## config.mk

```make
export PLATFORM = sky130hd
export DESIGN_NAME = sealed_batch_counter
export DESIGN_NICKNAME = d
export VERILOG_FILES = /design/src/rtl/bottling_pkg.sv /design/src/rtl/sensor_debounce.sv /design/src/rtl/sealed_batch_counter.sv
export SDC_FILE = /design/constraint.sdc
export NUM_CORES = 1
export LEC_CHECK = 0
export CORE_MARGIN = 3
export CORE_UTILIZATION = 54
export DETAILED_ROUTE_END_ITERATION = 8
export PLACE_DENSITY = 0.83
export SYNTH_ARGS = -nofsm -noshare
export SYNTH_HDL_FRONTEND = slang
export SYNTH_SLANG_ARGS = --single-unit
```

## constraint.sdc

```tcl
create_clock -name CLK -period 2.7 [get_ports CLK]
set_input_delay 0.54 -clock CLK [delete_from_list [all_inputs] [get_ports CLK]]
set_output_delay 0.54 -clock CLK [all_outputs]
set_load 0.02 [all_outputs]
```

## src/rtl/bottling_pkg.sv

```systemverilog
// Shared types and default constants for the bottling-line counters.
package bottling_pkg;

  typedef enum logic {
    COUNT = 1'b0,
    FULL  = 1'b1
  } state_t;

  localparam int DEFAULT_BATCH_SIZE      = 65;
  localparam int DEFAULT_DEBOUNCE_CYCLES = 4;

endpackage

```

## src/rtl/sensor_debounce.sv

```systemverilog
// Synchronises the raw capper sensor, debounces it and emits a one-cycle pulse
// on each rising edge of the filtered level.
module sensor_debounce
  import bottling_pkg::*;
#(
  parameter int DEBOUNCE_CYCLES = DEFAULT_DEBOUNCE_CYCLES
) (
  input  logic CLK,
  input  logic RST,
  input  logic raw_in,
  output logic level_out,
  output logic rise_pulse
);

  localparam int CW = (DEBOUNCE_CYCLES > 1) ? $clog2(DEBOUNCE_CYCLES) : 1;
  localparam logic [CW-1:0] RUN_LAST = CW'(DEBOUNCE_CYCLES - 1);

  if (DEBOUNCE_CYCLES < 1) begin : g_bad_debounce
    $error("sensor_debounce: DEBOUNCE_CYCLES must be at least 1");
  end

  logic          sync_a;
  logic          sync_b;
  logic [CW-1:0] run;
  logic          differs;
  logic          settle;

  assign differs = (sync_b != level_out);
  assign settle  = differs && (run == RUN_LAST);

  // NOTE: sequential state uses <= so each flop samples pre-edge values; with =
  // the two synchroniser stages would collapse into one.
  always_ff @(posedge CLK or posedge RST) begin
    if (RST) begin
      sync_a <= 1'b0;
      sync_b <= 1'b0;
    end else begin
      sync_a <= raw_in;
      sync_b <= sync_a;
    end
  end

  // Any sample matching the filtered level restarts the stability run.
  always_ff @(posedge CLK or posedge RST) begin
    if (RST) begin
      run <= '0;
    end else if (!differs || settle) begin
      run <= '0;
    end else begin
      run <= run + 1'b1;
    end
  end

  always_ff @(posedge CLK or posedge RST) begin
    if (RST) begin
      level_out  <= 1'b0;
      rise_pulse <= 1'b0;
    end else begin
      if (settle) begin
        level_out <= sync_b;
      end
      rise_pulse <= settle && sync_b;
    end
  end

endmodule

```

## src/rtl/sealed_batch_counter.sv

```systemverilog
// Counts filtered sealed-bottle pulses into batches of BATCH_SIZE, holds a full
// batch until the packer acks it, and tracks completed batches and lost bottles.
module sealed_batch_counter
  import bottling_pkg::*;
#(
  parameter int WIDTH           = 7,
  parameter int BATCH_SIZE      = DEFAULT_BATCH_SIZE,
  parameter int DEBOUNCE_CYCLES = DEFAULT_DEBOUNCE_CYCLES,
  parameter int BATCH_W         = 8,
  parameter int MISS_W          = 4
) (
  input  logic               CLK,
  input  logic               RST,
  input  logic               sealed_in,
  input  logic               en,
  input  logic               clear,
  input  logic               batch_ack,
  output logic [WIDTH-1:0]   count,
  output logic               batch_done,
  output logic [BATCH_W-1:0] batch_total,
  output logic [MISS_W-1:0]  missed,
  output logic               overrun
);

  localparam logic [WIDTH-1:0] LAST_SLOT = WIDTH'(BATCH_SIZE - 1);
  localparam logic [WIDTH-1:0] ONE       = WIDTH'(1);

  if (BATCH_SIZE < 1 || BATCH_SIZE > (2 ** WIDTH) - 1) begin : g_bad_batch_size
    $error("sealed_batch_counter: BATCH_SIZE must lie in 1 .. 2**WIDTH-1");
  end

  logic filtered_level;
  logic rise_pulse;
  logic bottle;

  sensor_debounce #(
    .DEBOUNCE_CYCLES(DEBOUNCE_CYCLES)
  ) u_sensor_debounce (
    .CLK       (CLK),
    .RST       (RST),
    .raw_in    (sealed_in),
    .level_out (filtered_level),
    .rise_pulse(rise_pulse)
  );

  // The pulse is issued together with the new high level; requiring both keeps
  // the counted event tied to a filtered level that really is high.
  assign bottle = rise_pulse && filtered_level && en;

  state_t state;
  state_t state_next;

  logic [WIDTH-1:0]   count_next;
  logic               batch_done_next;
  logic [BATCH_W-1:0] batch_total_next;
  logic [MISS_W-1:0]  missed_next;
  logic               overrun_next;
  logic [BATCH_W-1:0] batch_total_inc;
  logic [MISS_W-1:0]  missed_inc;
  logic               completes_batch;

  assign batch_total_inc = (&batch_total) ? batch_total : batch_total + 1'b1;
  assign missed_inc      = (&missed) ? missed : missed + 1'b1;
  assign completes_batch = bottle && (count == LAST_SLOT);

  always_ff @(posedge CLK or posedge RST) begin
    if (RST) begin
      state <= COUNT;
    end else begin
      state <= state_next;
    end
  end

  // With BATCH_SIZE=1 a bottle arriving with the ack fills the new batch at once.
  always_comb begin
    state_next = state;
    if (clear) begin
      state_next = COUNT;
    end else begin
      unique case (state)
        COUNT: if (completes_batch) state_next = FULL;
        FULL:  if (batch_ack && !(bottle && BATCH_SIZE == 1)) state_next = COUNT;
        default: state_next = COUNT;
      endcase
    end
  end

  // NOTE: every signal written here gets a default first, so no branch leaves one
  // unassigned and no latch is inferred.
  always_comb begin
    count_next       = count;
    batch_done_next  = batch_done;
    batch_total_next = batch_total;
    missed_next      = missed;
    overrun_next     = overrun;
    if (clear) begin
      count_next       = '0;
      batch_done_next  = 1'b0;
      batch_total_next = '0;
      missed_next      = '0;
      overrun_next     = 1'b0;
    end else begin
      unique case (state)
        COUNT: begin
          if (bottle) begin
            count_next = count + 1'b1;
          end
          if (completes_batch) begin
            batch_done_next  = 1'b1;
            batch_total_next = batch_total_inc;
          end
        end
        FULL: begin
          if (batch_ack) begin
            count_next      = bottle ? ONE : '0;
            batch_done_next = 1'b0;
            if (bottle && BATCH_SIZE == 1) begin
              batch_done_next  = 1'b1;
              batch_total_next = batch_total_inc;
            end
          end else if (bottle) begin
            missed_next  = missed_inc;
            overrun_next = 1'b1;
          end
        end
        default: begin
          count_next = count;
        end
      endcase
    end
  end

  always_ff @(posedge CLK or posedge RST) begin
    if (RST) begin
      count       <= '0;
      batch_done  <= 1'b0;
      batch_total <= '0;
      missed      <= '0;
      overrun     <= 1'b0;
    end else begin
      count       <= count_next;
      batch_done  <= batch_done_next;
      batch_total <= batch_total_next;
      missed      <= missed_next;
      overrun     <= overrun_next;
    end
  end

endmodule

```

==> impl_metrics.csv <==
group,metric,value,unit
setup_path,cp_cell_sequence,"clkdlybuf4s50_1, and4b_1, nand4b_4, or4_1, a21oi_1",
setup_path,critPathMaxFanout,17,
setup_path,worst-path-buf-inv,1,
placed_design,place_area,0.00167,sq mm
timing,post-route-period-util,0.808,
layout,diodes,0,
drt,drt_iter0_drc,32,
global_routing,antenna_found_initial,0,
drt,wl,2840,um
floorplan,die_h,56.6,um
power_and_ir_drop,p_per_area,432,mW/mm^2
clocking,post_cts_buffers,0,
logic_synthesis,postSynthAreaPerCell,10.7,sq um
logic_synthesis,seq_area_frac_synth,0.507,
clocking,postCtsHoldBufs,0,
power_and_ir_drop,total_power,0.738,mW
setup_path,critPathCaptureType,"flip-flop",
logic_synthesis,yosys.area.top_type,"dfrtp_1",
clocking,clk_pin_slew,0.15,ns
timing,hold_viol_final,0,
logic_synthesis,synth_area_leaders,"dfrtp_1, ha_1, nor2_1",
logic_synthesis,yosys_warnings,0,
clocking,clkLatencyLatePin,0.33,ns
power_and_ir_drop,p_leak,0.740,nW
clocking,clockBufferDepth,2,
setup_path,crit_slowest_cell,"or4_1",
logic_synthesis,synth_ff_type,"dfrtp_1",
drt,firstDrtPassIters,4,
timing,max_clock_freq,459,MHz
layout,syn2layout_area_growth,23.7,%
outcome,status,"completed",
global_routing,grt_pass1_vias,1127,
global_routing,overflow,0,
timing,period_needed,2.18,ns
logic_synthesis,synth_cells,129,
drt,drc,0,
logic_synthesis,yosys.cell_types.count,35,
placed_design,io_buffers,26,
placed_design,dp.cells,182,
clocking,numCtsBuffers,3,
min_path,holdCritPathClass,"flip-flop to flip-flop",
layout,fillers,173,
timing,setup_viol,0,
drt,vias,1138,
layout,nets,170,
setup_path,worst-endpoint-arrival,2.46,ns
logic_synthesis,synth_commonest_cells,"dfrtp_1, nor2_1, a21oi_1, nand2_1, inv_1",
logic_synthesis,yosysMostFrequentCell,"dfrtp_1",
drt,wl_per_cell,15.3,um
floorplan,core_area,0.00232,sq mm
power_and_ir_drop,vdd_drop_max,0.000303,V
timing,slew_viol_final,0,
clocking,cts_sinks,28,
setup_path,cp_top_family,"simple AND/OR/NAND/NOR gates",
floorplan,initial_core_util,0.596,
layout,drive_above_1_share,0.0570,
timing,fin_worst_skew,0.0114,ns
logic_synthesis,synth_edf_count,0,
global_routing,grt_first_pass_wirelength,5130,um
setup_path,criticalPathCategory,"input pin to flip-flop",
setup_path,startpoint_type,"input pin",
placed_design,place_ws,0.167,ns
timing,hold_ws,0.365,ns
timing,tightestPinTransition,0.420,ns
drt,vias_per_cell,6.12,
logic_synthesis,syn-cell-area,0.00138,sq mm
placed_design,gp_congestion,0.758,
floorplan,io_pins,27,
drt,antenna_left,0,
timing,rsz0062_at_grt,"no",
timing,worst_slack,0.519,ns
clocking,cts_resized,0,
placed_design,dp_hpwl,2040,um
timing,setup_tns,0,ns
logic_synthesis,synth_seq_cells,28,
global_routing,grt_util_all_layers,0.199,
layout,final_area,0.00171,sq mm
logic_synthesis,synth_top_area_share,0.507,
setup_path,cp.required,2.98,ns
setup_path,slowest_delay,0.56,ns
clocking,cts-root-buf,"clkbuf_4",
logic_synthesis,async_flop_share,1.00,
floorplan,die_width,56.6,um
layout,fin_cells,186,
floorplan,rows,17,
run,cap_violations,0,
clocking,cts_tree,"yes",
logic_synthesis,syn_nets,140,
global_routing,grt_max_degree,29,
clocking,h-tree-depth,1,
timing,relSlewSlack,0.719,
floorplan,die_area,0.00320,sq mm
layout,fin_util,0.738,
[sequential cells by signal (all words and copies together), names as in the netlist]
register                      cells
u_sensor_debounce.rise_pulse      1
u_sensor_debounce.level_out       1
overrun                           1
u_sensor_debounce.sync_b          1
batch_total                       8
batch_done                        1
count                             7
u_sensor_debounce.run             2
state                             1
u_sensor_debounce.sync_a          1
missed                            4
[layout by cell type, fill, tap and decap left out, types with 3 or more instances in the layout]
| cell | n |
|---|---|
| o41ai_1 | 3 |
| and3_1 | 4 |
| nand2_1 | 8 |
| o21ai_0 | 4 |
| inv_1 | 7 |
| nand4_1 | 3 |
| clkbuf_4 | 3 |
| nand3_1 | 4 |
| xor2_1 | 6 |
| clkdlybuf4s50_1 | 26 |
| o2111ai_1 | 3 |
| ha_1 | 5 |
| o311ai_0 | 3 |
| a21oi_1 | 9 |
| nor2_1 | 14 |
| dfrtp_1 | 28 |
[final cells by class]
| cell class | instances | area (sq um) | area share |
|---|---|---|---|
| Sequential cell | 28 | 701 | 0.410 |
| Multi-Input combinational cell | 91 | 637 | 0.372 |
| Timing Repair Buffer | 28 | 275 | 0.161 |
| Clock buffer | 4 | 36.3 | 0.0212 |
| Tap cell | 28 | 35.0 | 0.0205 |
| Inverter | 7 | 26.3 | 0.0154 |
[routing by layer]
layer | routed length (um) | GRT usage | part of all wire
met1 | 1330 | 0.291 | 0.47
met2 | 1360 | 0.302 | 0.48
met3 | 123 | 0.0345 | 0.043
met4 | 26 | 0.0542 | 0.0091
met5 | 0 | 0 | 0
[power by group]
group	total, mW	internal [mW]	switching, mW	leakage, nW
Sequential	0.462	0.441	0.0202	0.383
Clock	0.206	0.0826	0.124	0.0210
Combinational	0.0704	0.0369	0.0335	0.337
Total	0.738	0.561	0.177	0.740
[final timing paths]
path	start	end	slack, ns	cells past startpoint
setup / recovery	en	batch_total[5]	0.52	5
hold / removal	u_sensor_debounce.sync_a	u_sensor_debounce.sync_b	0.37	0
setup reg to reg	count[0]	batch_total[5]	0.67	6
hold reg to reg	u_sensor_debounce.sync_a	u_sensor_debounce.sync_b	0.37	0
max in group asynchronous	RST	batch_total[7]	1.90	3
min in group asynchronous	RST	batch_total[5]	0.54	3
[logic make-up after synthesis]
group	Yosys count	share of synthesized area
buffers and inverters	10	0.0326
muxes	3	0.0226
AOI/OAI and AO/OA	29	0.146
DFF	28	0.507
xor gates and xnor gates	7	0.0443
and+or+nand+nor	47	0.203
adders and majority gates	5	0.0452
Power figures use the tool's default switching activity.
